**src/rtl/dram_pkg.sv**
```systemverilog
// Shared types for the DRAM row command issuer.
// Address widths, command encodings, policy status and FSM states.
package dram_pkg;

   localparam int ROW_BITS = 16;
   localparam int COL_BITS = 10;

   typedef enum logic [2:0] {
      NOP  = 3'd0,
      ACT  = 3'd1,
      RD   = 3'd2,
      WR   = 3'd3,
      PRE  = 3'd4,
      PREA = 3'd5,
      REF  = 3'd6
   } cmd_t;

   typedef enum logic [1:0] {
      IDLE     = 2'd0,
      HIT      = 2'd1,
      MISS     = 2'd2,
      CONFLICT = 2'd3
   } row_stat_t;

   typedef enum logic [3:0] {
      S_IDLE,
      S_QUERY,
      S_PRE,
      S_WAIT_RP,
      S_ACT,
      S_WAIT_RCD,
      S_COL,
      S_WAIT_CCD,
      S_PREA,
      S_WAIT_RPA,
      S_REF,
      S_WAIT_RFC
   } issuer_state_t;

endpackage

```
**src/rtl/dram_timer.sv**
```systemverilog
// Load/decrement timing counter, saturating at zero.
// zero_o means the counter holds zero after the coming edge.
module dram_timer #(
   parameter int TIMER_W = 8
) (
   input  logic               clk_i,
   input  logic               rst_i,
   input  logic               load_i,
   input  logic [TIMER_W-1:0] load_val_i,
   output logic               zero_o
);

   logic [TIMER_W-1:0] cnt_q;
   logic [TIMER_W-1:0] cnt_d;

   // Next count: load wins, otherwise count down and stick at zero.
   always_comb begin
      cnt_d = cnt_q;
      if (load_i) begin
         cnt_d = load_val_i;
      end else if (cnt_q != '0) begin
         cnt_d = cnt_q - 1'b1;
      end
   end

   // Counter register.
   always_ff @(posedge clk_i) begin
      if (rst_i) begin
         cnt_q <= '0;
      end else begin
         cnt_q <= cnt_d;
      end
   end

   assign zero_o = (cnt_d == '0);

endmodule

```
**src/rtl/row_cmd_issuer.sv**
```systemverilog
// Open-row policy initiator: turns one request at a time into
// PRE/ACT/RD/WR sequences and sequences PREA/REF refreshes.
module row_cmd_issuer
   import dram_pkg::*;
#(
   parameter int T_RCD   = 4,
   parameter int T_RP    = 4,
   parameter int T_RFC   = 32,
   parameter int T_CCD   = 2,
   parameter int TIMER_W = 8
) (
   input  logic                CLK,
   input  logic                RST,
   input  logic                req_valid,
   output logic                req_ready,
   input  logic                req_write,
   input  logic [1:0]          req_bg,
   input  logic [1:0]          req_bank,
   input  logic [ROW_BITS-1:0] req_row,
   input  logic [COL_BITS-1:0] req_col,
   output logic                req_done,
   input  logic                refresh_req,
   output logic                refresh_ack,
   output logic                pol_req_en,
   output logic [1:0]          pol_bg,
   output logic [1:0]          pol_bank,
   output logic [ROW_BITS-1:0] pol_row,
   output logic                pol_row_resolve,
   output logic                pol_refresh,
   input  logic [1:0]          pol_row_stat,
   input  logic [ROW_BITS-1:0] pol_row_conflict,
   input  logic                pol_all_row_closed,
   output logic                cmd_valid,
   output cmd_t                cmd_type,
   output logic [1:0]          cmd_bg,
   output logic [1:0]          cmd_bank,
   output logic [ROW_BITS-1:0] cmd_row,
   output logic [COL_BITS-1:0] cmd_col
);

   localparam logic [TIMER_W-1:0] RCD_LD = TIMER_W'(T_RCD - 1);
   localparam logic [TIMER_W-1:0] RP_LD  = TIMER_W'(T_RP - 1);
   localparam logic [TIMER_W-1:0] RFC_LD = TIMER_W'(T_RFC - 1);
   localparam logic [TIMER_W-1:0] CCD_LD = TIMER_W'(T_CCD - 1);

   issuer_state_t       state_q, state_d;
   logic                write_q;
   logic [1:0]          bg_q, bank_q;
   logic [ROW_BITS-1:0] row_q, conf_q;
   logic [COL_BITS-1:0] col_q;
   logic                tmr_ld;
   logic [TIMER_W-1:0]  tmr_val;
   logic                tmr_zero;

   dram_timer #(.TIMER_W(TIMER_W)) u_timer (
      .clk_i      (CLK),
      .rst_i      (RST),
      .load_i     (tmr_ld),
      .load_val_i (tmr_val),
      .zero_o     (tmr_zero)
   );

   // State register.
   always_ff @(posedge CLK) begin
      if (RST) begin
         state_q <= S_IDLE;
      end else begin
         state_q <= state_d;
      end
   end

   // Latch the accepted request and the conflicting open row.
   always_ff @(posedge CLK) begin
      if (RST) begin
         write_q <= 1'b0;
         bg_q    <= '0;
         bank_q  <= '0;
         row_q   <= '0;
         col_q   <= '0;
         conf_q  <= '0;
      end else begin
         if (req_valid && req_ready) begin
            write_q <= req_write;
            bg_q    <= req_bg;
            bank_q  <= req_bank;
            row_q   <= req_row;
            col_q   <= req_col;
         end
         if (state_q == S_QUERY) begin
            conf_q <= pol_row_conflict;
         end
      end
   end

   // Next state and timer loads; refresh outranks a new request.
   always_comb begin
      state_d = state_q;
      tmr_ld  = 1'b0;
      tmr_val = '0;
      unique case (state_q)
         S_IDLE: begin
            if (refresh_req) begin
               state_d = pol_all_row_closed ? S_REF : S_PREA;
            end else if (req_valid) begin
               state_d = S_QUERY;
            end
         end
         S_QUERY: begin
            case (row_stat_t'(pol_row_stat))
               MISS:     state_d = S_ACT;
               CONFLICT: state_d = S_PRE;
               default:  state_d = S_COL;
            endcase
         end
         S_PRE: begin
            state_d = S_WAIT_RP;
            tmr_ld  = 1'b1;
            tmr_val = RP_LD;
         end
         S_WAIT_RP:  if (tmr_zero) state_d = S_QUERY;
         S_ACT: begin
            state_d = S_WAIT_RCD;
            tmr_ld  = 1'b1;
            tmr_val = RCD_LD;
         end
         S_WAIT_RCD: if (tmr_zero) state_d = S_COL;
         S_COL: begin
            state_d = S_WAIT_CCD;
            tmr_ld  = 1'b1;
            tmr_val = CCD_LD;
         end
         S_WAIT_CCD: if (tmr_zero) state_d = S_IDLE;
         S_PREA: begin
            state_d = S_WAIT_RPA;
            tmr_ld  = 1'b1;
            tmr_val = RP_LD;
         end
         S_WAIT_RPA: if (tmr_zero) state_d = S_REF;
         S_REF: begin
            state_d = S_WAIT_RFC;
            tmr_ld  = 1'b1;
            tmr_val = RFC_LD;
         end
         S_WAIT_RFC: if (tmr_zero) state_d = S_IDLE;
         default:    state_d = S_IDLE;
      endcase
   end

   // Moore outputs, all forced quiet while reset is held.
   always_comb begin
      req_ready       = 1'b0;
      req_done        = 1'b0;
      refresh_ack     = 1'b0;
      pol_req_en      = 1'b0;
      pol_bg          = '0;
      pol_bank        = '0;
      pol_row         = '0;
      pol_row_resolve = 1'b0;
      pol_refresh     = 1'b0;
      cmd_valid       = 1'b0;
      cmd_type        = NOP;
      cmd_bg          = '0;
      cmd_bank        = '0;
      cmd_row         = '0;
      cmd_col         = '0;
      if (!RST) begin
         unique case (state_q)
            S_IDLE: req_ready = !refresh_req;
            S_QUERY: begin
               pol_req_en = 1'b1;
               pol_bg     = bg_q;
               pol_bank   = bank_q;
               pol_row    = row_q;
            end
            S_PRE: begin
               pol_req_en      = 1'b1;
               pol_row_resolve = 1'b1;
               pol_bg          = bg_q;
               pol_bank        = bank_q;
               pol_row         = row_q;
               cmd_valid       = 1'b1;
               cmd_type        = PRE;
               cmd_bg          = bg_q;
               cmd_bank        = bank_q;
               cmd_row         = conf_q;
            end
            S_ACT: begin
               cmd_valid = 1'b1;
               cmd_type  = ACT;
               cmd_bg    = bg_q;
               cmd_bank  = bank_q;
               cmd_row   = row_q;
            end
            S_COL: begin
               req_done  = 1'b1;
               cmd_valid = 1'b1;
               cmd_type  = write_q ? WR : RD;
               cmd_bg    = bg_q;
               cmd_bank  = bank_q;
               cmd_row   = row_q;
               cmd_col   = col_q;
            end
            S_PREA: begin
               cmd_valid = 1'b1;
               cmd_type  = PREA;
            end
            S_REF: begin
               cmd_valid   = 1'b1;
               cmd_type    = REF;
               pol_refresh = 1'b1;
            end
            S_WAIT_RFC: refresh_ack = tmr_zero;
            default: ;
         endcase
      end
   end

`ifndef SYNTHESIS
   // A query must never come back with the IDLE status.
   always_ff @(posedge CLK) begin
      if (!RST && state_q == S_QUERY) begin
         assert (pol_row_stat != 2'b00)
            else $error("illegal IDLE row status on query");
      end
   end
`endif

endmodule

```
**config.mk**
```make
export PLATFORM = sky130hd
export DESIGN_NAME = row_cmd_issuer
export DESIGN_NICKNAME = d
export VERILOG_FILES = /design/src/rtl/dram_pkg.sv /design/src/rtl/dram_timer.sv /design/src/rtl/row_cmd_issuer.sv
export SDC_FILE = /design/constraint.sdc
export NUM_CORES = 1
export LEC_CHECK = 0
export BUFFER_PORTS_ARGS = -buffer_cell sky130_fd_sc_hd__buf_2
export CAP_MARGIN = 20
export CELL_PAD_IN_SITES_DETAIL_PLACEMENT = 1
export CELL_PAD_IN_SITES_GLOBAL_PLACEMENT = 2
export CORE_MARGIN = 4
export CORE_UTILIZATION = 25
export CTS_CLUSTER_DIAMETER = 30
export DETAILED_ROUTE_END_ITERATION = 8
export PLACE_DENSITY = 0.85
export SLEW_MARGIN = 30
export SYNTH_ARGS = -nofsm -noshare
export SYNTH_HDL_FRONTEND = slang
export SYNTH_SLANG_ARGS = --single-unit
```
**constraint.sdc**
```tcl
create_clock -name CLK -period 3.1 [get_ports CLK]
set_clock_uncertainty 0.05 [all_clocks]
set_input_delay 0.31 -clock CLK [delete_from_list [all_inputs] [get_ports CLK]]
set_output_delay 0.31 -clock CLK [all_outputs]
set_load 0.1 [all_outputs]
```
After elaboration in Yosys (flattened, before gate mapping)
Index checks and enable logic that the tools add are counted.
{"block": "totals", "out_inout_bits": 60, "input_bits": 54, "latch_bits": 0, "memories": 0, "mem_bits_rw": 0, "register_bits": 59, "wordCells": 82, "mem_bits_ro": 0}
{"block": "classes", "shifts": 0, "multipliers": 0, "n_lt_le_gt_ge": 0, "div_mod_pow": 0, "n_mux": 43, "addsub": 1, "bitwise_logic": 0, "n_reduce_logical": 12, "eq_ne": 18}
{"op": "2-to-1 mux 16 bit", "n": 3}
{"op": "one-hot mux 4 bit (11 select lines)", "n": 1}
{"op": "one-hot mux 16 bit (2 select lines)", "n": 1}
{"op": "2-to-1 mux 4 bit", "n": 6}
{"op": "2-to-1 mux 10 bit", "n": 2}
{"op": "2-to-1 mux 2 bit", "n": 9}
{"op": "== test 4 x 3 -> 1 bit (second input constant)", "n": 4}
{"op": "== test 4 bit (second input constant)", "n": 4}
{"op": "2-to-1 mux 8 bit", "n": 2}
{"op": "2-to-1 mux 1 bit", "n": 15}
{"op": "one-hot mux 3 bit (5 select lines)", "n": 1}
{"op": "one-hot mux 5 bit (3 select lines)", "n": 1}
{"op": "== test 4 x 2 -> 1 bit (second input constant)", "n": 2}
{"op": "zero test 8 bit", "n": 1}
{"op": "nonzero test 8 bit", "n": 1}
{"op": "subtractor 8 x 1 -> 8 bit (second input constant)", "n": 1}
{"op": "!= test 2 bit (second input constant)", "n": 3}
{"op": "one-hot mux 3 bit (2 select lines)", "n": 1}
{"op": "OR reduction 2 bit", "n": 3}
{"op": "OR reduction 3 bit", "n": 2}
{"op": "AND reduction 5 bit", "n": 1}
{"op": "OR reduction 5 bit", "n": 1}
{"op": "== test 2 bit (second input constant)", "n": 2}
{"op": "== test 4 x 1 -> 1 bit (second input constant)", "n": 1}
{"op": "other kinds (6)", "n": 6}

Depth between registers and ports, before layout
{"block": "depth", "depth_word": 7, "ltp_mapped": 8}

Cells and area by module
Synthesis repeated with hierarchy kept, for this count alone.
{"block": "hier_totals", "hier_cells": 394, "hier_area_um2": 3057.9}
{"module": "row_cmd_issuer", "area_each_um2": 2508.7, "n_inst": 1, "cells_each": 332, "seq_area_each_um2": 1021.0}
{"module": "dram_timer", "area_each_um2": 549.3, "n_inst": 1, "cells_each": 62, "seq_area_each_um2": 160.2}

Worst setup path before layout
No wires, ideal clock.
{"block": "synth_path", "path_kind": "register -> output", "start": "register state_q[3]", "end": "output port cmd_type[2]", "path_slack_ns": -2.656, "required_time_ns": 2.740, "arrival_ns": 5.396, "path_stages_with_launch": 4, "cell_sequence": "dfxtp_1 clkbuf_1 inv_1 a2111oi_0"}
{"block": "synth_via", "elab_chain_cells": 3}
{"item": "start, declared", "line": "row_cmd_issuer.sv:46", "rtl": "issuer_state_t state_q, state_d;"}
{"item": "start signal, assigned", "line": "row_cmd_issuer.sv:68", "rtl": "state_q <= state_d;"}
{"item": "== test 4 bit (tied with other cells)", "line": "row_cmd_issuer.sv:167", "rtl": "unique case (state_q)"}
{"item": "one-hot mux 3 bit (5 select lines) *", "line": "row_cmd_issuer.sv:167"}
{"item": "2-to-1 mux 3 bit *", "line": "row_cmd_issuer.sv:166", "rtl": "if (!RST) begin"}
{"item": "end, declared", "line": "row_cmd_issuer.sv:34", "rtl": "output cmd_t cmd_type,"}
Every way passes the cells marked *; elsewhere a longest branch is shown, timed or not.

Worst setup path after layout
{"block": "layout_path", "start": "register u_timer.cnt_q[0]", "end": "output port refresh_ack"}
{"block": "layout_via", "elab_chain_cells": 6}
{"item": "start, declared", "line": "dram_timer.sv:13", "rtl": "logic [TIMER_W-1:0] cnt_q;"}
{"item": "start signal, assigned", "line": "dram_timer.sv:31", "rtl": "cnt_q <= cnt_d;"}
{"item": "subtractor 8 x 1 -> 8 bit / nonzero test 8 bit (equally long branches)", "line": "dram_timer.sv:22, dram_timer.sv:21"}
{"item": "2-to-1 mux 8 bit *", "line": "dram_timer.sv:21", "rtl": "end else if (cnt_q != '0) begin"}
{"item": "2-to-1 mux 8 bit *", "line": "dram_timer.sv:19", "rtl": "if (load_i) begin"}
{"item": "zero test 8 bit *", "line": "dram_timer.sv:35", "rtl": "assign zero_o = (cnt_d == '0);"}
{"item": "2-to-1 mux 1 bit *", "line": "row_cmd_issuer.sv:167"}
{"item": "2-to-1 mux 1 bit *", "line": "row_cmd_issuer.sv:166"}
{"item": "end, declared", "line": "row_cmd_issuer.sv:23", "rtl": "output logic refresh_ack,"}
Marks and branches as above.

==> results.sh <==
export IMPL_rows=40
export IMPL_worstMarginPinSlew_ns=0.644
export IMPL_clk_pin_slew_ns=0.05
export IMPL_core_area_um2=12000
export IMPL_p_int_mw=2.22
export IMPL_cp_required_ns=2.74
export IMPL_finalSetupViolCount=0
export IMPL_multi_input_comb_area_um2=1730
export IMPL_vdd_drop_max_uv=280
export IMPL_dieArea_um2=14100
export IMPL_routabilityCongestion=0.824
export IMPL_arrival_ns=2.60
export IMPL_io_pins=114
export IMPL_seqPwrFrac_pct=28.4
export IMPL_comb_power_share_pct=43.1
export IMPL_area_growth_pct=44.5
export IMPL_cts_buffers_inserted=9
export IMPL_worstSetupStartpoint="u_timer.cnt_q[0]$_SDFF_PP0_"
export IMPL_start_util_pct=25.5
export IMPL_antenna_found_initial=1
export IMPL_drive_above_1_share_pct=31.5
export IMPL_htree_num_levels=3
export IMPL_tns_ns=0
export IMPL_worst_setup_path_start_kind="flop"
export IMPL_first_iter_violations=129
export IMPL_ys_flop_type="dfxtp_1"
export IMPL_final_max_slew_viol_count=0
export IMPL_m1WireLength_mm=4.79
export IMPL_grtUsageTotal_pct=15.1
export IMPL_whs_ns=0.136
export IMPL_viasPerCell=4.82
export IMPL_fmax_mhz=337
export IMPL_wl_mm=10.8
export IMPL_ys_async_sr_fraction_pct=0
export IMPL_routed_top_layer="met5"
export IMPL_postSynthAreaPerCell_um2=7.80
export IMPL_num_antenna_cells=0
export IMPL_ys_types=46
export IMPL_hp_class="primary input to flop"
export IMPL_die_height_um=119
export IMPL_reg2reg_from="u_timer.cnt_q[0]$_SDFF_PP0_"
export IMPL_cts_root_buf="clkbuf_16"
export IMPL_clkLatencyLatePin_ns=0.32
export IMPL_cts_tree="built"
export IMPL_die_w_um=119
export IMPL_wl_met2_mm=5.32
export IMPL_period_needed_ns=2.96
export IMPL_synth_area_leader_cell="dfxtp_1"
export IMPL_maxCapViolCount=0
export IMPL_drc_errors=0
export IMPL_outcome="completed"
export IMPL_synth_seq_cells=59
export IMPL_grt_setup_unrepaired="false"
export IMPL_synthTopCellsByArea="dfxtp_1, nand2_1, nand2b_1"
export IMPL_fin_nets=552
export IMPL_post_route_period_util_pct=95.6
export IMPL_filler_cell_count=1440
export IMPL_syn_inst=393
export IMPL_vias=3124
export IMPL_grt_pass1_wl_mm=17.2
export IMPL_clockPowerShare_pct=28.5
export IMPL_port_buffers=113
export IMPL_end_kind="output pin"
export IMPL_synth_top_cell_area_share_pct=38.5
export IMPL_hold_violations=0
export IMPL_timing_slew_headroom_pct=57.0
export IMPL_p_sw_share_pct=42.4
export IMPL_seq_area_um2=1180
export IMPL_p_switching_mw=1.63
export IMPL_final_util_pct=36.9
export IMPL_synth_seq_area_share_pct=38.5
export IMPL_routedWlPerCell_um=16.7
export IMPL_pwr_density_cell_nw_per_um2=868
export IMPL_synth_area_um2=3060
export IMPL_yosysMostFrequentCell="nand2_1"
export IMPL_clockBufferDepth=2
export IMPL_worstPathMaxFanout=6
export IMPL_hold_start="req_row[11]"
export IMPL_overflow=0
export IMPL_grt_pass1_vias=3258
export IMPL_worstSetupPathType="flop to output pin"
export IMPL_routed_wl_met3_um=466
export IMPL_synth_warnings=0
export IMPL_dpl_hpwl_mm=7.99
export IMPL_syn_num_nets=449
export IMPL_dr_pass1_iters=4
export IMPL_cts_sinks=59
export IMPL_synth_common_cells="nand2_1, dfxtp_1, o21ai_0"
export IMPL_p_leak_nw=1.84
export IMPL_synth_edf_count=0
export IMPL_drtAntennaViolNets=0
export IMPL_grt_start_max_net_pins=63
cells in the final DEF, fill, tap and decap left out, types with 4 or more instances in the layout:
cell and count:
buf_2 91, nand2_1 68, dfxtp_1 59, o21ai_0 38
nand2b_1 34, and2_1 25, a21oi_1 25, buf_12 22
nor2_1 21, a22o_1 16, buf_4 11, clkbuf_16 9
inv_1 5, nor3_1 5, nand3_1 5, nor2b_1 4
nor4_1 4, a211oi_1 4
per-layer routing:
metal  vias up  global-route usage [%]
li1       1536                       -
met1      1503                    18.6
met5         -                       0
met4         2                    5.65
met3        16                    3.30
met2        67                    25.8
flip-flops by register name (all words and copies together), names as in the netlist:
signal,count
bg_q,2
bank_q,2
conf_q,16
u_timer.cnt_q,8
state_q,4
row_q,16
col_q,10
write_q,1
cell families (layout without fill, tap and decap cells):
logic type	count (synthesis)	after routing	synth area share, %
AOI/OAI and AO/OA	99	99	20.5
and+or+nand+nor	188	188	31.3
muxes	4	4	1.47
DFF	59	59	38.5
adders and majority gates	2	2	0.817
buffers and inverters	38	146	6.45
xor gates and xnor gates	3	3	0.858
path summary, 6_finish.rpt:
| check | to | slack [ns] | depth (start not counted) |
|---|---|---|---|
| min | row_q[11]$_SDFFE_PP0P_ | 0.14 | 3 |
| max reg2reg | state_q[2]$_SDFFE_PP0P_ | 0.49 | 8 |
| min reg2reg | conf_q[0]$_SDFFE_PP0P_ | 0.41 | 2 |
| max | refresh_ack | 0.14 | 8 |
metrics by stage:
step                      setup WS [ns]  power, mW  instances  cell area, um^2
after floorplan                  -0.513       2.34        393             3100
after global placement            0.444       2.69        632             4090
after detailed placement          0.361       2.74        632             4090
after CTS                        0.0160       3.86        648             4420
after global routing             0.0130       4.07        648             4430
final                             0.136       3.85        648             4430
critical path, stage by stage, from the launching register on:
cell and delay, ns:
dfxtp_1 0.38, inv_2 0.11, ha_1 0.18, or3b_2 0.51
nor3_2 0.15, a21oi_1 0.07, a2111o_1 0.50, nor3_4 0.19
buf_12 0.20
area by class of cell:
cell class                 instances  area share [%]
clock buffer                      12            5.79
sequential                        59            26.7
tap                              147            4.15
clock inverter                     4            1.64
timing repair buffer             124            22.1
inverter                           6           0.509
multi-input combinational        296            39.1
power groups by stage:
stage / combinational [mW] / sequential [mW] / clock [mW]
global route: 1.80 / 1.12 / 1.16
CTS: 1.65 / 1.09 / 1.12
finish: 1.66 / 1.09 / 1.10
global placement: 1.60 / 1.09 / 0
floorplan: 1.32 / 1.02 / 0
detailed placement: 1.64 / 1.10 / 0
repair_timing:
| item | 4_1_cts | 5_1_grt |
|---|---|---|
| hold buffers | 0 | 0 |
| gates resized for setup | 0 | 4 |
| pin swaps | 1 | 2 |
| buffers inserted | 0 | 0 |
| setup endpoints to repair | 1 | 1 |
Power figures use the tool's default switching activity.
